File: config.mk
export PLATFORM = sky130hd
export DESIGN_NAME = student_audio_stream_bridge
export DESIGN_NICKNAME = d
export VERILOG_FILES = /design/src/rtl/student_audio_stream_bridge.sv
export SDC_FILE = /design/constraint.sdc
export NUM_CORES = 1
export LEC_CHECK = 0
export CORE_MARGIN = 2
export CORE_UTILIZATION = 55
export CTS_BUF_LIST = sky130_fd_sc_hd__clkbuf_4
export CTS_CLUSTER_SIZE = 25
export DETAILED_ROUTE_END_ITERATION = 8
export DONT_BUFFER_PORTS = 1
export MAX_ROUTING_LAYER = met4
export PLACE_DENSITY = 0.85
export SLEW_MARGIN = 15
export SYNTH_ARGS = -nofsm -noshare
export SYNTH_HDL_FRONTEND = slang
export SYNTH_SLANG_ARGS = --single-unit
File: constraint.sdc
create_clock -name clk_i -period 2 [get_ports clk_i]
set_input_delay 0.1 -clock clk_i [delete_from_list [all_inputs] [get_ports clk_i]]
set_output_delay 0.1 -clock clk_i [all_outputs]
set_load 0.1 [all_outputs]
File: src/rtl/student_audio_stream_bridge.sv
// student_audio_stream_bridge
// Buffers the IIS handler's per-frame stereo ADC sample into a ready/valid
// stream for the FIR filter array. It also catches filtered results in a
// one-entry hold register and hands them to the DAC side on each frame tick.
// Dropped ADC samples and missed DAC updates are counted for debug.
//
// Ports:
//   clk_i, rst_ni                 clock, asynchronous active-low reset
//   adc_l_i, adc_r_i, adc_valid_i ADC sample and level-type frame valid
//   bypass_i                      1 = DAC fed straight from ADC samples
//   clear_cnt_i                   synchronous clear of both debug counters
//   m_valid_o, m_ready_i,
//   m_l_o, m_r_o                  first-word-fall-through stream to filter
//   s_valid_i, s_ready_o,
//   s_l_i, s_r_i                  filtered result stream from filter
//   dac_l_o, dac_r_o              registered DAC samples to IIS handler
//   overflow_cnt_o                saturating count of dropped ADC samples
//   underrun_cnt_o                saturating count of ticks with no result
module student_audio_stream_bridge #(
  parameter int DW    = 16,
  parameter int DEPTH = 4
) (
  input  logic          clk_i,
  input  logic          rst_ni,
  input  logic [DW-1:0] adc_l_i,
  input  logic [DW-1:0] adc_r_i,
  input  logic          adc_valid_i,
  input  logic          bypass_i,
  input  logic          clear_cnt_i,
  output logic          m_valid_o,
  input  logic          m_ready_i,
  output logic [DW-1:0] m_l_o,
  output logic [DW-1:0] m_r_o,
  input  logic          s_valid_i,
  output logic          s_ready_o,
  input  logic [DW-1:0] s_l_i,
  input  logic [DW-1:0] s_r_i,
  output logic [DW-1:0] dac_l_o,
  output logic [DW-1:0] dac_r_o,
  output logic [7:0]    overflow_cnt_o,
  output logic [7:0]    underrun_cnt_o
);

  localparam int AW = $clog2(DEPTH);
  localparam int CW = AW + 1;
  localparam logic [CW-1:0] DEPTH_C = CW'(DEPTH);

  // Saturating 8-bit debug counter; a clear wins over an increment.
  function automatic logic [7:0] sat_cnt(input logic [7:0] cnt, input logic inc, input logic clr);
    logic [7:0] res;
    if (clr) begin
      res = 8'd0;
    end else if (inc && (cnt != 8'd255)) begin
      res = cnt + 8'd1;
    end else begin
      res = cnt;
    end
    return res;
  endfunction

  logic [2*DW-1:0] mem [DEPTH];
  logic [AW-1:0]   wr_ptr;
  logic [AW-1:0]   rd_ptr;
  logic [CW-1:0]   count;
  logic            adc_valid_q;
  logic            tick;
  logic            fifo_full;
  logic            push_req;
  logic            push;
  logic            pop;
  logic            overflow;

  logic            hold_full;
  logic [DW-1:0]   hold_l;
  logic [DW-1:0]   hold_r;
  logic            s_hs;

  logic            hold_full_n;
  logic [DW-1:0]   hold_l_n;
  logic [DW-1:0]   hold_r_n;
  logic [DW-1:0]   dac_l_n;
  logic [DW-1:0]   dac_r_n;
  logic            underrun;

  // One tick per rising edge of the level-type ADC valid.
  assign tick      = adc_valid_i & ~adc_valid_q;
  assign fifo_full = (count == DEPTH_C);
  assign m_valid_o = (count != {CW{1'b0}});
  assign pop       = m_valid_o & m_ready_i;
  assign push_req  = tick & ~bypass_i;
  // A full FIFO still accepts a push when a pop frees the head slot that cycle.
  assign push      = push_req & (~fifo_full | pop);
  assign overflow  = push_req & fifo_full & ~pop;
  assign {m_l_o, m_r_o} = mem[rd_ptr];

  assign s_ready_o = ~hold_full;
  assign s_hs      = s_valid_i & ~hold_full;

  // Edge-detect register for the ADC valid level.
  always_ff @(posedge clk_i or negedge rst_ni) begin
    if (!rst_ni) begin
      adc_valid_q <= 1'b0;
    end else begin
      adc_valid_q <= adc_valid_i;
    end
  end

  // FIFO storage, pointers and occupancy; pointers wrap as DEPTH is a power of 2.
  always_ff @(posedge clk_i or negedge rst_ni) begin
    if (!rst_ni) begin
      for (int i = 0; i < DEPTH; i++) begin
        mem[i] <= {(2*DW){1'b0}};
      end
      wr_ptr <= {AW{1'b0}};
      rd_ptr <= {AW{1'b0}};
      count  <= {CW{1'b0}};
    end else begin
      if (push) begin
        mem[wr_ptr] <= {adc_l_i, adc_r_i};
        wr_ptr      <= wr_ptr + {{(AW-1){1'b0}}, 1'b1};
      end
      if (pop) begin
        rd_ptr <= rd_ptr + {{(AW-1){1'b0}}, 1'b1};
      end
      case ({push, pop})
        2'b10:   count <= count + {{(CW-1){1'b0}}, 1'b1};
        2'b01:   count <= count - {{(CW-1){1'b0}}, 1'b1};
        default: count <= count;
      endcase
    end
  end

  // Next-state for the hold register and DAC, resolved on the frame tick.
  always_comb begin
    hold_full_n = hold_full;
    hold_l_n    = hold_l;
    hold_r_n    = hold_r;
    dac_l_n     = dac_l_o;
    dac_r_n     = dac_r_o;
    underrun    = 1'b0;
    if (tick) begin
      if (bypass_i) begin
        dac_l_n     = adc_l_i;
        dac_r_n     = adc_r_i;
        hold_full_n = 1'b0;
      end else if (hold_full) begin
        dac_l_n     = hold_l;
        dac_r_n     = hold_r;
        hold_full_n = 1'b0;
      end else if (s_hs) begin
        // Result arriving exactly on the tick goes straight through.
        dac_l_n = s_l_i;
        dac_r_n = s_r_i;
      end else begin
        underrun = 1'b1;
      end
    end else if (s_hs) begin
      hold_l_n    = s_l_i;
      hold_r_n    = s_r_i;
      hold_full_n = 1'b1;
    end else begin
      hold_full_n = hold_full;
    end
  end

  // Hold register, DAC outputs and debug counters.
  always_ff @(posedge clk_i or negedge rst_ni) begin
    if (!rst_ni) begin
      hold_full      <= 1'b0;
      hold_l         <= {DW{1'b0}};
      hold_r         <= {DW{1'b0}};
      dac_l_o        <= {DW{1'b0}};
      dac_r_o        <= {DW{1'b0}};
      overflow_cnt_o <= 8'd0;
      underrun_cnt_o <= 8'd0;
    end else begin
      hold_full      <= hold_full_n;
      hold_l         <= hold_l_n;
      hold_r         <= hold_r_n;
      dac_l_o        <= dac_l_n;
      dac_r_o        <= dac_r_n;
      overflow_cnt_o <= sat_cnt(overflow_cnt_o, overflow, clear_cnt_i);
      underrun_cnt_o <= sat_cnt(underrun_cnt_o, underrun, clear_cnt_i);
    end
  end

endmodule

======== Yosys cells after proc, flatten, opt, wreduce, memory -nomap -nowiden ========
Index checks and enable logic that the tools add are counted.
cells by class
  add/sub/neg operators ................... 6
  $lt $le $gt $ge ......................... 3
  equality and inequality tests ........... 5
  mux-type cells .......................... 23
  bitwise operators ....................... 16
  reduce and logical (&&, ||, !) cells .... 11
operator list
  cell                   count
  $bwmux W128            1
  $mux W16               6
  $mux W32               3
  $bmux W32 S2           1
  $demux W32 S2          1
  $mux W8                4
  $add A8 B1 Y8 const B  2
  $ne A8 B8 Y1 const B   2
  $reduce_bool A2 Y1     4
  $and A1 B1 Y1          7
  $ge A3 B3 Y1 const B   2
  $mux W1                6
  $not A1 Y1             6
  $not A2 Y3             2
  $pmux W3 S2            1
  $reduce_bool A3 Y1     2
  $add A2 B1 Y2 const B  2
  $reduce_and A2 Y1      2
  $add A3 B1 Y3 const B  1
  $eq A3 B3 Y1 const B   1
  $logic_and A1 B1 Y1    3
  $lt A3 B1 Y1 const B   1
  $sub A3 B1 Y3 const B  1
  $eq A2 B1 Y1 const B   1
  other kinds (2)        2
word-level totals
  flip-flop bits (word level) ............. 217
  bits of input ports ..................... 71
  word-level logic and storage cells ...... 79

======== Longest topological paths before layout ========
  depth after elaboration ................. 9
  mapped depth ............................ 9
  gate-level depth less buffers ........... 9

======== Worst setup path before layout ========
No wires, ideal clock.
  path type ............................... reg-to-reg
  start ................................... register count[1]
  end ..................................... register count[2]
  setup time .............................. 0.125 ns
  data arrival time ....................... 2.206 ns
  data required time ...................... 1.875 ns
  setup slack ............................. -0.331 ns
  stages on the path, launching flop included .. 9
  buffers on the path ..................... 0
  clock period less this slack ............ 2.331 ns
  cells stage by stage .................... dfrtp_1 -> or3_2 -> and2_1 -> ha_1 -> inv_1 -> fa_1 -> xor2_1 -> nor2_1 -> xor2_1
on the way
  longest elaborated chain between the ends .. 6
ends and longest elaborated chain
  element                                            RTL line  text
  start, declared                                    64        logic [CW-1:0] count;
  start signal, assigned                             116       count <= {CW{1'b0}};
  start signal, assigned                             126       2'b10: count <= count + {{(CW-1){1'b0}}, 1'b1};
  start signal, assigned                             127       2'b01: count <= count - {{(CW-1){1'b0}}, 1'b1};
  $reduce_bool A3 Y1 (*)                             88        assign m_valid_o = (count != {CW{1'b0}});
  via m_valid_o                                      30        output logic m_valid_o,
  $and A1 B1 Y1 (*)                                  89        assign pop = m_valid_o & m_ready_i;
  via pop                                            70        logic pop;
  $or A1 B1 Y1                                       92        assign push = push_req & (~fifo_full | pop);
  $and A1 B1 Y1                                      92
  $eq A2 B1 Y1 or $eq A2 B2 Y1 (tied branches)       125       case ({push, pop})
  $pmux W3 S2 or $reduce_bool A2 Y1 (tied branches)  -
The timed path passes the listed nets; every way through them passes the cells marked *.
A chain may end at the register's enable or synchronous reset.

======== Final worst setup path ========
  start ................................... register rd_ptr[0]
  end ..................................... output m_r_o[5]
on the way
  longest elaborated chain between the ends .. 4
ends and longest elaborated chain
  element                                      RTL line  text
  start, declared                              63        logic [AW-1:0] rd_ptr;
  start signal, assigned                       115       rd_ptr <= {AW{1'b0}};
  start signal, assigned                       123       rd_ptr <= rd_ptr + {{(AW-1){1'b0}}, 1'b1};
  $not A2 Y3 (not written as such)             94        assign {m_l_o, m_r_o} = mem[rd_ptr];
  $bmux W32 S2                                 94
  $mux W32 (not written as such) (2 in a row)  94
  end, declared                                33        output logic [DW-1:0] m_r_o,
Every way passes these cells. The select of a mux whose other input is x is not followed.

==> results.cfg <==
[yosys]
synth_simple_gate_area_share_pct = 5.525
yosys_most_used_dff = dfrtp_1
synth_top_area_cell = dfrtp_1
synth_compound_area_share_pct = 4.456
netlist_instances = 718
synthTopCellsByArea = dfrtp_1 (53%), mux2_4 (17%), mux4_2 (7.0%)
ys_ff_latch = 217
synth_xor_xnor_area_share_pct = 0.8499
yosysSeqAreaShare_pct = 52.70
synth_area_um2 = 10300
synth_common_cells = dfrtp_1 (217), mux2_4 (120), nor2_1 (42)
synth_edf_count = 0
syn_avg_cell_area_um2 = 14.35
yosysMostFrequentCell = dfrtp_1
ys_types = 38
synth_top_area_share_pct = 52.70
syn_nets = 797
synthAdderAreaFrac_pct = 1.044
async_reset_ff_share_pct = 100.0
yosysWarnings = 0
synth_top_family_by_area = multiplexers
synth_mux_area_share_pct = 32.35

[timing]
min_period_ns = 2.196
final-hold-violation-count = 217
setup_viol = 32
worst_slew_pin_slew_ns = 0.6360
slew_violations = 0
fin_ws_ns = -0.1957
finClkSkew_ns = 0.04174
setup-tns-final_ns = -5.304
hold_slack_ns = -0.8714
maxSlewHeadroom_pct = 57.46
fin_crit_sh_pct = 109.8
fmax_mhz = 455.4
rsz0062_at_grt = true

[cts]
cts_root_buffer = clkbuf_4
clk_latency_ns = 0.69
path_clk_slew_ns = 0.07
cts_tree = yes
cts_buffer_depth = 3
numClockSinks = 217
htree_levels = 2
cts_buffers = 56
ctsHoldBuffers = 70

[run_status]
violations = hold timing, setup timing
status = complete, but fails checks

[worst_setup_path]
required_ns = 1.90
timing.rr.end = overflow_cnt_o[4]
arrival_ns = 2.10
reg2reg_depth = 6
path_class = flop to output pin
reg2reg_setup_slack_ns = 0.07
startpoint_type = flop
r2r-start = count[1]
cp-end-kind = output pin
crit_fanout = 6

[cells_and_area]
fin_nets = 997
nFillCells = 1119
layout-drive-gt1-share_pct = 45.15
stdcell_count = 1194
area_growth_pct = 29.52

[placement]
io_buffers = 0
dp_slack_ns = -0.04132
dpl.hpwl_mm = 15.71
gp_congestion = 0.8620
post-place-cells = 1015

[routing]
vias = 6904
drt_iter0_markers = 333
dr.pass1.iters = 4
wire_per_inst_um = 21.55
drtAntennaViolNets = 0
viasPerCell = 5.782
routed_wl_mm = 25.73
drcViolationCount = 0

[pwr]
power.share.clock_pct = 15.4
power.internal_uw = 14290
switchingPower_uw = 11150
p_seq_share_pct = 27.8
combPwrFrac_pct = 56.8
p_leak_uw = 0.006500
switching_share_pct = 43.84
power_density_nw_per_um2 = 1906
ir_worst_vdd_mv = 1.337

[global_routing]
grtUsageTotal_pct = 26.94
antenna_found_initial = 1
grt_max_degree = 218
grt_remaining_overflow = 0
grt_pass1_vias = 7675
grt_pass1_wl_mm = 40.83

[floorplan]
rows = 50
die_y_um = 140.9
core_um2 = 18520
num_io_pins = 153
start_util_pct = 55.65
die-area_um2 = 19850
dieWidth_um = 140.9

[flow_run]
drv_cap = 0

[hold_path]
hold_path.class = input pin to async pin
metrics by stage:
step	power (uW)	utilization (%)	cell area (um2)
after CTS	25180	71.19	13180
after global placement	20540	63.28	11720
after detailed placement	20980	63.28	11720
final	25450	72.07	13350
after global routing	26350	72.07	13350
after floorplan	16630	-	10330
per-layer routing:
metal  part of all wire (%)  vias to the layer above  GRT usage, %
li1                       -                     3021             -
met1                     41                     3575         33.03
met2                     51                      253         43.77
met3                    5.1                       55         6.148
met4                    3.0                        0         10.89
met5                      0                        -             -
critical path, stage by stage (launching register included):
cell and delay [ns]:
dfrtp_2 0.37, buf_12 0.14, buf_12 0.13, mux4_2 0.58, buf_12 0.20
flip-flops by register name (all words and copies together) (netlist names):
signal	flops
count	3
hold_r	16
mem	128
underrun_cnt_o	8
overflow_cnt_o	8
hold_full	1
dac_l_o	16
adc_valid_q	1
wr_ptr	2
hold_l	16
dac_r_o	16
rd_ptr	2
cell type report:
type                            instances  area [um2]  share of cell area (%)
Multi-Input combinational cell        447        4606                   34.51
Timing Repair Buffer                  187        2235                   16.74
Clock buffer                           86       645.6                   4.837
Antenna cell                            1       2.502                 0.01875
Tap cell                              234       292.8                   2.194
Sequential cell                       217        5444                   40.79
Clock inverter                         13       83.83                  0.6281
Inverter                                9       37.54                  0.2812
cells by family (layout without fill, tap and decap cells):
kind of cell / Yosys count / count (layout)
XOR/XNOR: 10 / 10
other: 0 / 1
adder cells (fa/ha/maj): 8 / 8
AND/OR/NAND/NOR: 115 / 115
AO/OA/AOI/OAI: 86 / 86
flip-flops: 217 / 217
buffers and inverters: 54 / 295
multiplexers: 228 / 228
power groups by stage:
stage                     sequential, uW  combinational (uW)  clock (uW)
final                               7070               14500        3920
after global routing                7210               14900        4250
after CTS                           7030               14200        3980
after detailed placement            7110               13900           0
after global placement              6900               13600           0
after floorplan                     7570                9060           0
cells in the final DEF (no fill, tap or decap), types with 6 or more instances in the layout:
| cell type | count |
|---|---|
| nor2_1 | 42 |
| ha_1 | 6 |
| dfrtp_2 | 11 |
| clkbuf_4 | 86 |
| nand2_1 | 38 |
| mux2_4 | 120 |
| dlygate4sd3_1 | 69 |
| xor2_1 | 7 |
| o21ai_0 | 38 |
| a21oi_1 | 39 |
| mux2i_1 | 36 |
| mux2_2 | 40 |
| mux4_2 | 32 |
| buf_4 | 64 |
| buf_12 | 47 |
| clkinv_1 | 8 |
| inv_1 | 6 |
| dfrtp_1 | 206 |
worst max-delay path by stage:
stage | startpoint | endpoint | slack [ns]
after floorplan | count[0] | count[2] | -0.02
after global placement | count[1] | count[2] | 0.05
after detailed placement | count[1] | count[2] | -0.04
after CTS | rd_ptr[0] | m_r_o[8] | -0.26
after global routing | rd_ptr[0] | m_l_o[7] | -0.27
final | rd_ptr[0] | m_r_o[5] | -0.20
what timing repair did:
action | in CTS | in global routing
pin swaps | 4 | 3
endpoints found under the hold margin | 434 | 217
setup buffers | 1 | 5
resized for setup | 4 | 12
gates cloned | 0 | 3
setup endpoints to repair | 36 | 39
Power figures use the tool's default switching activity.
